$ cat src/rtl/fifo_pkg.sv
// Shared defaults and FIFO word layout for the FIFO write arbiter slice.
// A FIFO word is {id, payload}: the payload sits in the low bits and the ID directly above it.
package fifo_pkg;

  localparam int unsigned NREQ_DEF  = 4;
  localparam int unsigned WIDTH_DEF = 8;
  localparam int unsigned IDW_DEF   = 2;

  // The payload occupies [WIDTH-1:0], so the ID field starts at bit WIDTH.
  function automatic int unsigned fifo_id_lsb(input int unsigned width);
    return width;
  endfunction

  function automatic int unsigned fifo_word_w(input int unsigned idw, input int unsigned width);
    return idw + width;
  endfunction

endpackage

$ cat src/rtl/rr_arbiter.sv
// Round-robin selector: grants the first requester at or after ptr, wrapping modulo NREQ.
module rr_arbiter #(
  parameter int unsigned NREQ = 4,
  parameter int unsigned IDW  = 2
) (
  input  logic [NREQ-1:0] req,
  input  logic [IDW-1:0]  ptr,
  output logic [NREQ-1:0] gnt,
  output logic [IDW-1:0]  gnt_idx
);

  logic found;

  // Two passes: first the upper part [ptr..NREQ-1], then the wrapped part [0..ptr-1].
  always_comb begin
    gnt     = '0;
    gnt_idx = '0;
    found   = 1'b0;
    for (int unsigned i = 0; i < NREQ; i++) begin
      if (!found && req[i] && (i >= 32'(ptr))) begin
        found   = 1'b1;
        gnt[i]  = 1'b1;
        gnt_idx = IDW'(i);
      end
    end
    for (int unsigned i = 0; i < NREQ; i++) begin
      if (!found && req[i] && (i < 32'(ptr))) begin
        found   = 1'b1;
        gnt[i]  = 1'b1;
        gnt_idx = IDW'(i);
      end
    end
  end

endmodule

$ cat src/rtl/fifo_wr_arb.sv
// Multi-requester write arbiter in front of a FIFO, with a 2-entry read-side output buffer.
// Words carry the originating requester ID so the consumer can attribute each payload.
module fifo_wr_arb
  import fifo_pkg::*;
#(
  parameter int unsigned NREQ  = NREQ_DEF,
  parameter int unsigned WIDTH = WIDTH_DEF,
  parameter int unsigned IDW   = $clog2(NREQ)
) (
  input  logic                  clk,
  input  logic                  rst,
  input  logic [NREQ-1:0]       req_valid,
  input  logic [NREQ*WIDTH-1:0] req_data,
  output logic [NREQ-1:0]       req_ready,
  output logic                  fifo_write_en,
  output logic [IDW+WIDTH-1:0]  fifo_data_in,
  input  logic                  fifo_full,
  output logic                  fifo_read_en,
  input  logic [IDW+WIDTH-1:0]  fifo_data_out,
  input  logic                  fifo_empty,
  input  logic                  fifo_error,
  output logic                  out_valid,
  input  logic                  out_ready,
  output logic [WIDTH-1:0]      out_data,
  output logic [IDW-1:0]        out_id,
  output logic                  err_sticky
);

  localparam int unsigned FW     = fifo_word_w(IDW, WIDTH);
  localparam int unsigned ID_LSB = fifo_id_lsb(WIDTH);

  logic [IDW-1:0]   ptr_q, ptr_d;
  logic [1:0]       cnt_q, cnt_d;
  logic             pend_q, pend_d;
  logic [FW-1:0]    buf0_q, buf0_d;
  logic [FW-1:0]    buf1_q, buf1_d;
  logic             err_q, err_d;

  logic [NREQ-1:0]  arb_req;
  logic [NREQ-1:0]  gnt;
  logic [IDW-1:0]   gnt_idx;
  logic             wr_any;
  logic [WIDTH-1:0] wr_payload;
  logic             pop;
  logic [2:0]       occ;

  assign arb_req = (rst || fifo_full) ? '0 : req_valid;

  rr_arbiter #(
    .NREQ (NREQ),
    .IDW  (IDW)
  ) u_rr_arbiter (
    .req     (arb_req),
    .ptr     (ptr_q),
    .gnt     (gnt),
    .gnt_idx (gnt_idx)
  );

  // Write side: grant is one-hot, so an OR-mux picks the winner payload.
  always_comb begin
    wr_payload = '0;
    for (int unsigned i = 0; i < NREQ; i++) begin
      if (gnt[i]) wr_payload = wr_payload | req_data[i*WIDTH +: WIDTH];
    end
    wr_any        = |gnt;
    req_ready     = gnt;
    fifo_write_en = wr_any;
    fifo_data_in  = '0;
    if (wr_any) begin
      fifo_data_in[ID_LSB +: IDW] = gnt_idx;
      fifo_data_in[WIDTH-1:0]     = wr_payload;
    end
    ptr_d = ptr_q;
    if (wr_any) ptr_d = (gnt_idx == IDW'(NREQ-1)) ? '0 : gnt_idx + IDW'(1);
  end

  // Read side: issue a read only if the returning word is sure to find a free slot.
  always_comb begin
    pop          = ~rst & (cnt_q != 2'd0) & out_ready;
    occ          = 3'(cnt_q) + 3'(pend_q) - 3'(pop);
    fifo_read_en = ~rst & ~fifo_empty & (occ < 3'd2);
    pend_d       = fifo_read_en;
    cnt_d        = cnt_q + 2'(pend_q) - 2'(pop);
    buf0_d       = buf0_q;
    buf1_d       = buf1_q;
    case ({pop, pend_q})
      2'b01: begin
        if (cnt_q == 2'd0) buf0_d = fifo_data_out;
        else               buf1_d = fifo_data_out;
      end
      2'b10: buf0_d = buf1_q;
      2'b11: begin
        if (cnt_q == 2'd1) begin
          buf0_d = fifo_data_out;
        end else begin
          buf0_d = buf1_q;
          buf1_d = fifo_data_out;
        end
      end
      default: ;
    endcase
    err_d = err_q | fifo_error;
  end

  always_comb begin
    out_valid = ~rst & (cnt_q != 2'd0);
    out_data  = '0;
    out_id    = '0;
    if (out_valid) begin
      out_data = buf0_q[WIDTH-1:0];
      out_id   = buf0_q[ID_LSB +: IDW];
    end
    err_sticky = err_q;
  end

  // Clearing pend_q on reset drops any read data still returning from before the reset.
  always_ff @(posedge clk) begin
    if (rst) begin
      ptr_q  <= '0;
      cnt_q  <= '0;
      pend_q <= 1'b0;
      buf0_q <= '0;
      buf1_q <= '0;
      err_q  <= 1'b0;
    end else begin
      ptr_q  <= ptr_d;
      cnt_q  <= cnt_d;
      pend_q <= pend_d;
      buf0_q <= buf0_d;
      buf1_q <= buf1_d;
      err_q  <= err_d;
    end
  end

endmodule

$ cat config.mk
export PLATFORM = sky130hd
export DESIGN_NAME = fifo_wr_arb
export DESIGN_NICKNAME = d
export VERILOG_FILES = /design/src/rtl/fifo_pkg.sv /design/src/rtl/rr_arbiter.sv /design/src/rtl/fifo_wr_arb.sv
export SDC_FILE = /design/constraint.sdc
export NUM_CORES = 1
export LEC_CHECK = 0
export CORE_AREA = 2 2 55 82
export CTS_CLUSTER_DIAMETER = 50
export DETAILED_ROUTE_END_ITERATION = 12
export DIE_AREA = 0 0 57 84
export GPL_TIMING_DRIVEN = 0
export PLACE_DENSITY = 0.9
export SYNTH_ARGS = -nofsm -noshare
export SYNTH_HDL_FRONTEND = slang
export SYNTH_SLANG_ARGS = --single-unit
$ cat constraint.sdc
create_clock -name clk -period 4.55 [get_ports clk]
set_input_delay 1.1375 -clock clk [delete_from_list [all_inputs] [get_ports clk]]
set_output_delay 1.1375 -clock clk [all_outputs]
set_load 0.02 [all_outputs]
==> flow_metrics.py, run 1 <==
metrics = {
    "layout": {
        "finalNonFillerCells": 328,
        "final_common_cell": "clkdlybuf4s50_1",
        "regArea_um2": 520,
        "num_antenna_cells": 0,
        "final_util_pct": 63.6,
        "nFillCells": 361,
        "drive_gt1_share_pct": 10.6,
        "multi_input_area_um2": 1060,
        "area_growth_syn_to_layout_pct": 55.9,
        "final_cell_mix": "69 x clkdlybuf4s50_1, 26 x dfxtp_1, 25 x nor2_1",
        "fin_nets": 341,
    },
    "worst_setup_path": {
        "crit_end": "fifo_write_en",
        "crit_buf_inv": 3,
        "path_common_cell": "clkdlybuf4s50_1",
        "worstPathCellList": "clkdlybuf4s50_1 > or2_4 > or4_4 > buf_6 > nor2_8 > or4_1 > clkdlybuf4s50_1",
        "ff2ff_path_depth": 9,
        "worstPathRequired_ps": 3410,
        "setup.worst_path.class": "input pin to output pin",
        "worstReg2RegStart": "cnt_q[1]",
        "worstPathArrival_ps": 3340,
        "startpoint_type": "input pin",
        "cp_num_cells": 7,
        "critPathMaxFanout": 10,
        "crit_family": "buffers and inverters",
        "startpoint": "fifo_full",
        "end_kind": "output pin",
        "r2r_setup_slack_ps": 2260,
        "reg2reg_to": "pend_q",
        "slowest_delay_ps": 600,
        "critical-path-slowest-cell": "clkdlybuf4s50_1",
    },
    "synthesis": {
        "yosys_warnings": 0,
        "synthCells": 200,
        "yosysSeqAreaShare_pct": 30.8,
        "ys_types": 40,
        "synth-async-reset-ratio_pct": 0,
        "netlist_area_um2": 1690,
        "synth_area_per_cell_um2": 8.45,
        "synth_seq_cells": 26,
        "synth-main-ff-cell": "dfxtp_1",
        "synth-edff-count": 0,
        "synthesis.nets": 258,
    },
    "routing": {
        "totalWireLength_um": 4820,
        "antenna_left": 0,
        "post_drt_wl_per_cell_um": 14.7,
        "first_pass_iters": 4,
        "vias": 1788,
        "viasPerCell": 5.45,
        "drt_iter0_drc": 68,
        "drc": 0,
    },
    "worst_hold_path": {
        "min_path_type": "flip-flop to flip-flop",
    },
    "timing": {
        "period_minus_slack_ps": 4480,
        "finalSetupTns_ps": 0,
        "rsz0062_at_grt": "false",
        "max_slew.worst_pin.slew_ps": 750,
        "skew_ps": 1.46,
        "slew_viol_final": 0,
        "fmax_mhz": 223,
        "finalSetupViolCount": 0,
        "finalHoldViolCount": 0,
        "max_slew_margin_pct": 48.6,
        "min_period_over_period_pct": 98.4,
    },
    "floorplanning": {
        "ioPinCount": 80,
        "die_h_um": 84,
        "coreArea_um2": 4140,
        "rows": 29,
        "start_util_pct": 40.8,
        "dieArea_um2": 4790,
        "die_w_um": 57,
    },
    "global_route": {
        "first_global_vias": 1863,
        "met2_usage_pct": 42.1,
        "top_usage_layer": "met2",
        "grt.overflow.total": 0,
        "grt_max_degree": 16,
        "use_met3_pct": 3.88,
        "met1_usage_pct": 20.5,
        "grt_pass1_wl_um": 8190,
        "antenna_found_initial": 0,
        "grt_use_total_pct": 20.9,
    },
    "place": {
        "dp_hpwl_um": 3880,
        "dp_cells": 324,
        "portBuffers": 78,
        "gp_congestion": 0.785,
    },
    "cts": {
        "clockBufferDepth": 2,
        "cts_sinks": 26,
        "cts_tree": "done",
        "cts_root_buf": "clkbuf_8",
        "cts_setup_buffers": 0,
        "cts_inserted_buffers": 3,
        "cts_hold_buf": 0,
        "clk_pin_slew_ps": 90,
        "insertion_delay_ps": 270,
        "htreeDepth": 1,
    },
    "status": {
        "status": "complete, no violations",
    },
    "job": {
        "cap_viol_max_count": 0,
    },
    "pwr": {
        "power.density_nw_per_um2": 366,
        "leakagePower_nw": 1.33,
        "power.total_mw": 0.963,
        "ir_drop_uv": 309,
    },
}
-- area by class of cell --
type,instances,share of cell area [%]
buffer,15,3.23
clock buffer,3,1.57
clock inverter,1,1.14
inverter,10,1.43
multi-input combinational,149,40.4
sequential,26,19.8
tap,46,2.19
timing repair buffer,78,30.2
-- worst min-delay path: cells and delay by family, from the launching register on --
| kind | cells | cell delay (ps) |
|---|---|---|
| DFF | 1 | 320 |
| and+or+nand+nor | 2 | 120 |
-- power by group --
part	internal, mW	switching, mW	leakage (nW)
logic	0.206	0.234	1.08
registers	0.295	0.0376	0.213
clock network	0.118	0.0729	0.0357
-- sequential cells by signal (all words and copies together) (netlist names) --
name	flops
err_sticky	1
pend_q	1
ptr_q	2
cnt_q	2
buf0_q	10
buf1_q	10
-- how the worst min path moves through the flow --
| stage | start | endpoint | slack [ps] | depth (start not counted) |
|---|---|---|---|---|
| final | err_sticky | err_sticky | 480 | 2 |
| after global routing | err_sticky | err_sticky | 530 | 2 |
| after CTS | err_sticky | err_sticky | 480 | 2 |
| after detailed placement | err_sticky | err_sticky | 470 | 2 |
| after global placement | err_sticky | err_sticky | 450 | 2 |
| after floorplan | buf1_q[0] | buf1_q[0] | 460 | 2 |
-- cells by family after synthesis --
group,Yosys count,share of synthesized area [%]
buffers and inverters,25,6.81
adder cells (fa/ha/maj),6,4.89
flip-flops,26,30.8
XOR/XNOR,1,0.519
AND/OR/NAND/NOR,71,22.5
multiplexers,12,7.11
AO/OA/AOI/OAI,59,27.3
-- timing repair --
| action | CTS | global route |
|---|---|---|
| cloned | 0 | 0 |
| gates resized for setup | 8 | 11 |
| pin swaps | 0 | 0 |
| endpoints found under the setup margin | 9 | 10 |
-- synth_stat cells (3+ instances only) --
cell	number	area share, %
a211o_1	8	4.1
a21oi_1	4	1.2
a21oi_2	8	4.1
a221oi_1	10	5.2
a22o_1	8	4.1
and3_1	11	4.1
buf_2	5	1.5
clkbuf_1	7	1.6
dfxtp_1	26	31
ha_1	5	3.7
inv_1	10	2.2
mux2i_1	12	7.1
nand2_1	10	2.2
nand3_1	8	2.4
nor2_1	25	5.6
nor4b_1	3	1.6
o21ai_0	11	3.3
-- metal layers --
layer  share of wire [%]  vias to the layer above  wire length, um
met1                  35                      829             1680
met3                 6.4                        5              307
met4                0.93                        0               45
met5                   0                        -                0
li1                    -                      895                -
met2                  58                       59             2780
-- per-stage QoR --
step	setup slack (ps)	hold WS (ps)	cell area [um^2]
2_1_floorplan	133	465	1690
5_1_grt	5.14	534	2630
4_1_cts	13.4	484	2610
3_3_place_gp	-318	448	2530
3_5_place_dp	-326	466	2530
6_report	70.7	480	2630
Note: power is estimated with default switching activity, not from simulation.
==> run 2, diff against run 1 <==
--- a/config.mk
+++ b/config.mk
@@ -5,12 +5,13 @@
 export SDC_FILE = /design/constraint.sdc
 export NUM_CORES = 1
 export LEC_CHECK = 0
-export CORE_AREA = 2 2 55 82
+export ABC_AREA = 1
+export CORE_AREA = 2 2 56 84
 export CTS_CLUSTER_DIAMETER = 50
 export DETAILED_ROUTE_END_ITERATION = 12
-export DIE_AREA = 0 0 57 84
+export DIE_AREA = 0 0 58 86
 export GPL_TIMING_DRIVEN = 0
-export PLACE_DENSITY = 0.9
+export PLACE_DENSITY = 0.87
 export SYNTH_ARGS = -nofsm -noshare
 export SYNTH_HDL_FRONTEND = slang
 export SYNTH_SLANG_ARGS = --single-unit
==> constraint.sdc (replaced) <==
create_clock -name clk -period 4.86 [get_ports clk]
set_input_delay 1.215 -clock clk [delete_from_list [all_inputs] [get_ports clk]]
set_output_delay 1.215 -clock clk [all_outputs]
set_load 0.02 [all_outputs]
==> flow_metrics.py, run 2 <==
metrics = {
    "status": {
        "status": "complete, no violations",
    },
    "place": {
        "gp_congestion": 0.835,
        "dp_hpwl_um": 3880,
        "portBuffers": 78,
        "pre_cts_ws_ps": -154,
    },
    "cts": {
        "htreeDepth": 1,
        "cts_root_buf": "clkbuf_8",
        "cts_tree": "done",
        "cts_inserted_buffers": 3,
        "insertion_delay_ps": 270,
        "clockBufferDepth": 2,
        "cts_sinks": 26,
        "clk_pin_slew_ps": 90,
        "cts_hold_buf": 0,
    },
    "synthesis": {
        "synth_fa_ha_area_share_pct": 4.92,
        "yosys_warnings": 0,
        "synthesis.nets": 311,
        "synth_simple_gate_area_share_pct": 34.9,
        "synth_top_area_share_pct": 31.0,
        "synth_area_per_cell_um2": 6.64,
        "synth-async-reset-ratio_pct": 0,
        "synthMuxAreaShare_pct": 0,
        "synth_top_family_by_area": "simple AND/OR/NAND/NOR gates",
        "synth-edff-count": 0,
        "ys_top_cells_by_count": "49 x inv_1, 45 x nor2_1, 37 x nand2_1",
        "synth_top_cell_by_area": "dfxtp_1",
        "ys_types": 30,
        "yosysSeqAreaShare_pct": 31.0,
        "yosysMostFrequentCell": "inv_1",
        "synth_compound_area_share_pct": 15.2,
        "synthCells": 253,
        "netlist_area_um2": 1680,
        "synth.area.top_cells": "dfxtp_1 31%, inv_1 11%, nor2_1 10%, nand2_1 8.3%, a21oi_1 6.0%",
        "synth_seq_cells": 26,
        "synth-main-ff-cell": "dfxtp_1",
        "synth_xor_area_share_pct": 0.522,
    },
    "routing": {
        "antenna_left": 0,
        "vias": 1932,
        "drc": 0,
        "drt_iter0_drc": 56,
        "viasPerCell": 5.07,
        "first_pass_iters": 4,
        "post_drt_wl_per_cell_um": 12.8,
        "totalWireLength_um": 4890,
    },
    "worst_setup_path": {
        "setup.worst_path.class": "input pin to output pin",
        "critPathMaxFanout": 3,
        "worstPathRequired_ps": 3640,
        "ff2ff_path_depth": 10,
        "worstPathArrival_ps": 3510,
        "end_kind": "output pin",
        "startpoint_type": "input pin",
    },
    "floorplanning": {
        "die_h_um": 86,
        "rows": 29,
        "start_util_pct": 39.9,
        "die_w_um": 58,
        "coreArea_um2": 4210,
        "dieArea_um2": 4990,
        "ioPinCount": 80,
    },
    "timing": {
        "rsz0062_at_grt": "false",
        "min_period_over_period_pct": 97.2,
        "fmax_mhz": 212,
        "finalSetupViolCount": 0,
        "max_slew.worst_pin.slew_ps": 745,
        "skew_ps": 1.07,
        "slew_viol_final": 0,
        "period_minus_slack_ps": 4720,
        "setup_ws_ps": 137,
        "finalHoldViolCount": 0,
        "max_slew_margin_pct": 50.0,
    },
    "layout": {
        "drive_gt1_share_pct": 7.16,
        "num_antenna_cells": 0,
        "area_growth_syn_to_layout_pct": 53.5,
        "top_regs": "buf0_q (10), buf1_q (10)",
        "final_cell_mix": "77 x clkdlybuf4s50_1, 49 x inv_1, 45 x nor2_1",
        "final_common_cell": "clkdlybuf4s50_1",
        "final_util_pct": 61.2,
        "fin_nets": 394,
    },
    "pwr": {
        "power.density_nw_per_um2": 329,
        "leakagePower_nw": 1.10,
        "ir_drop_uv": 257,
    },
    "global_route": {
        "top_usage_layer": "met2",
        "use_met3_pct": 3.92,
        "grt_max_degree": 15,
        "met2_usage_pct": 41.3,
        "antenna_found_initial": 0,
        "grt.overflow.total": 0,
        "met1_usage_pct": 20.8,
        "first_global_vias": 1922,
        "grt_use_total_pct": 20.8,
        "grt_pass1_wl_um": 8270,
    },
    "worst_hold_path": {
        "min_path_type": "flip-flop to flip-flop",
        "worstHoldPathCells": 2,
    },
    "job": {
        "cap_viol_max_count": 0,
    },
}
==> run 2: cell count changes after synthesis, moves of 8 or more <==
cell / before / now
inv_1: 10 / 49
nand2_1: 10 / 37
nor2_1: 25 / 45
a21oi_1: 4 / 20
mux2i_1: 12 / 0
and3_1: 11 / 0
a221oi_1: 10 / 0
o22ai_1: 1 / 11
a211o_1: 8 / 0
a22o_1: 8 / 0
==> run 2: stage by stage <==
stage	hold WS [ps]	instance area (um^2)	cells	total power [mW]	TNS [ps]
after floorplan	430	1690	253	0.553	0
after global placement	437	2520	377	0.696	-90.3
after detailed placement	446	2520	377	0.713	-154
after CTS	465	2580	381	0.849	0
after global routing	497	2580	381	0.908	0
final	466	2580	381	0.847	0
==> run 2: timing repair <==
item                       4_1_cts  5_1_grt
gates resized for setup          1        0
setup buffers                    0        0
setup endpoints to repair        1        0
==> run 2: area by class of cell <==
class / instances / area, um^2
clock buffers: 4 / 55.1
well taps: 46 / 57.6
plain buffers: 7 / 33.8
fillers: 401 / 1630
flip-flops and latches: 26 / 520
repair buffers: 78 / 779
inverters: 51 / 191
multi-input cells: 169 / 940
==> run 2: cell families after synthesis <==
group / Yosys count
buf+inv: 58
compound gates: 46
simple gates: 116
xor+xnor: 1
flops: 26
fa+ha+maj: 6
==> run 2: path summary, 6_finish.rpt <==
path | startpoint | endpoint | slack [ps]
min reg2reg | buf1_q[2] | buf1_q[2] | 470
max | out_ready | fifo_read_en | 140
min | buf1_q[2] | buf1_q[2] | 470
max reg2reg | cnt_q[1] | buf0_q[1] | 2390
==> run 2: where the power goes <==
part           internal [mW]  switching [mW]  total, mW
clock                 0.0725          0.0671      0.140
sequential             0.265          0.0228      0.288
combinational          0.171           0.249      0.420
total                  0.508           0.339      0.847
==> run 2: routing by layer <==
metal	vias up	wire (um)
met4	0	74
li1	968	-
met3	7	340
met2	70	2660
met1	887	1810
met5	-	0
==> run 2: worst max-delay path, cell delays in order <==
cell,delay [ps]
clkdlybuf4s50_1,450
nand2_1,100
inv_1,110
ha_1,230
inv_1,50
ha_1,130
inv_1,50
fa_1,540
inv_1,70
nor4_2,190
dlygate4sd2_1,360
==> run 3, diff against run 2 <==
--- a/config.mk
+++ b/config.mk
@@ -6,12 +6,14 @@
 export NUM_CORES = 1
 export LEC_CHECK = 0
 export ABC_AREA = 1
-export CORE_AREA = 2 2 56 84
+export CORE_AREA = 2 2 55 82
+export CTS_BUF_LIST = sky130_fd_sc_hd__clkbuf_4 sky130_fd_sc_hd__clkbuf_8
 export CTS_CLUSTER_DIAMETER = 50
 export DETAILED_ROUTE_END_ITERATION = 12
-export DIE_AREA = 0 0 58 86
+export DIE_AREA = 0 0 57 84
+export GPL_ROUTABILITY_DRIVEN = 0
 export GPL_TIMING_DRIVEN = 0
-export PLACE_DENSITY = 0.87
+export PLACE_DENSITY = 0.9
 export SYNTH_ARGS = -nofsm -noshare
 export SYNTH_HDL_FRONTEND = slang
 export SYNTH_SLANG_ARGS = --single-unit
==> constraint.sdc (replaced) <==
create_clock -name clk -period 5.6 [get_ports clk]
set_input_delay 1.4 -clock clk [delete_from_list [all_inputs] [get_ports clk]]
set_output_delay 1.4 -clock clk [all_outputs]
set_load 0.02 [all_outputs]
==> flow_metrics.py, run 3 (same netlist as run 2, synthesis figures left out) <==
metrics = {
    "floorplanning": {
        "die_w_um": 57,
        "die_h_um": 84,
        "dieArea_um2": 4790,
        "coreArea_um2": 4140,
        "ioPinCount": 80,
        "start_util_pct": 40.6,
        "rows": 29,
    },
    "place": {
        "portBuffers": 78,
        "dp_hpwl_um": 3710,
        "dp_cells": 377,
    },
    "cts": {
        "insertion_delay_ps": 270,
        "cts_setup_buffers": 0,
        "cts_root_buf": "clkbuf_8",
        "clockBufferDepth": 2,
        "cts_tree": "done",
        "cts_inserted_buffers": 3,
        "ctsResizeCount": 0,
        "cts_sinks": 26,
        "clk_pin_slew_ps": 90,
        "cts_hold_buf": 0,
        "htreeDepth": 1,
    },
    "layout": {
        "final_common_cell": "clkdlybuf4s50_1",
        "finalNonFillerCells": 381,
        "regArea_um2": 520,
        "multi_input_area_um2": 933,
        "drive_gt1_share_pct": 6.87,
        "area_growth_syn_to_layout_pct": 54.2,
        "nFillCells": 360,
        "num_antenna_cells": 0,
        "top_regs": "buf0_q (10), buf1_q (10)",
        "fin_nets": 394,
        "final_cell_mix": "78 x clkdlybuf4s50_1, 49 x inv_1, 45 x nor2_1",
    },
    "worst_setup_path": {
        "worstPathArrival_ps": 3960,
        "slowest_delay_ps": 640,
        "worstPathRequired_ps": 4200,
        "crit_buf_inv": 6,
        "worstPathCellList": "clkdlybuf4s50_1 > nand2_1 > inv_1 > ha_1 > inv_1 > ha_1 > inv_1 > fa_1 > inv_1 > nor4_1 > clkdlybuf4s50_1",
        "path_common_cell": "inv_1",
        "critical-path-slowest-cell": "clkdlybuf4s50_1",
        "setup.worst_path.class": "input pin to output pin",
        "crit_family": "buffers and inverters",
        "startpoint_type": "input pin",
        "critPathMaxFanout": 3,
        "end_kind": "output pin",
    },
    "global_route": {
        "top_usage_layer": "met2",
        "use_met3_pct": 5.27,
        "grt_max_degree": 16,
        "grt_pass1_wl_um": 8000,
        "first_global_vias": 1899,
        "met1_usage_pct": 19.5,
        "met2_usage_pct": 39.6,
        "antenna_found_initial": 0,
        "grt.overflow.total": 0,
        "grt_use_total_pct": 20.4,
    },
    "timing": {
        "period_minus_slack_ps": 5360,
        "fmax_mhz": 187,
        "finalSetupViolCount": 0,
        "max_slew.worst_pin.slew_ps": 773,
        "finalHoldViolCount": 0,
        "slew_viol_final": 0,
        "rsz0062_at_grt": "false",
        "min_period_over_period_pct": 95.7,
        "skew_ps": 1.26,
        "finalSetupTns_ps": 0,
        "max_slew_margin_pct": 48.1,
    },
    "routing": {
        "post_drt_wl_per_cell_um": 12.5,
        "antenna_left": 0,
        "viasPerCell": 5.11,
        "vias": 1946,
        "drt_iter0_drc": 81,
        "drc": 0,
        "totalWireLength_um": 4750,
        "first_pass_iters": 4,
    },
    "pwr": {
        "ir_drop_uv": 348,
        "power.density_nw_per_um2": 296,
        "leakagePower_nw": 1.10,
    },
    "status": {
        "status": "complete, no violations",
    },
    "worst_hold_path": {
        "min_path_type": "flip-flop to flip-flop",
    },
    "job": {
        "cap_viol_max_count": 0,
    },
}
## run 3: tightest hold or removal path: stages, from the launching register on
cell and delay, ps:
dfxtp_1 310, inv_1 60, a21oi_1 50
## run 3: final timing paths
check	from	endpoint	slack, ps	cells after the start
worst max-delay path	out_ready	fifo_read_en	240	11
worst min-delay path	buf1_q[6]	buf1_q[6]	460	2
worst min register to register	buf1_q[6]	buf1_q[6]	460	2
worst max register to register	cnt_q[1]	buf0_q[8]	3190	10
## run 3: power breakdown
part	internal [mW]	switching [mW]	total, mW
combinational	0.149	0.211	0.360
sequential	0.230	0.0187	0.249
clock	0.0957	0.0614	0.157
## run 3: area by class of cell
class	count	area share [%]
clock buffer	3	1.59
sequential	26	20.1
clock inverter	1	1.16
tap	46	2.22
timing repair buffer	78	30.2
inverter	51	7.39
buffer	7	1.30
multi-input combinational	169	36.1
## run 3: routing by layer
layer	up-vias	part of all wire (%)
met4	0	1.5
met1	875	35
met3	9	9.9
met5	-	0
li1	968	-
met2	94	54
## run 3: through the flow
stage                     power, mW  hold WS (ps)  instance area (um^2)  worst slack, ps  utilization [%]
after floorplan               0.477           430                  1680              348                -
after global placement        0.600           440                  2520              267             60.9
after detailed placement      0.611           445                  2520              251             60.9
after CTS                     0.768           462                  2590              237             62.6
after global routing          0.823           494                  2590             51.2             62.6
final                         0.766           456                  2590              242             62.6
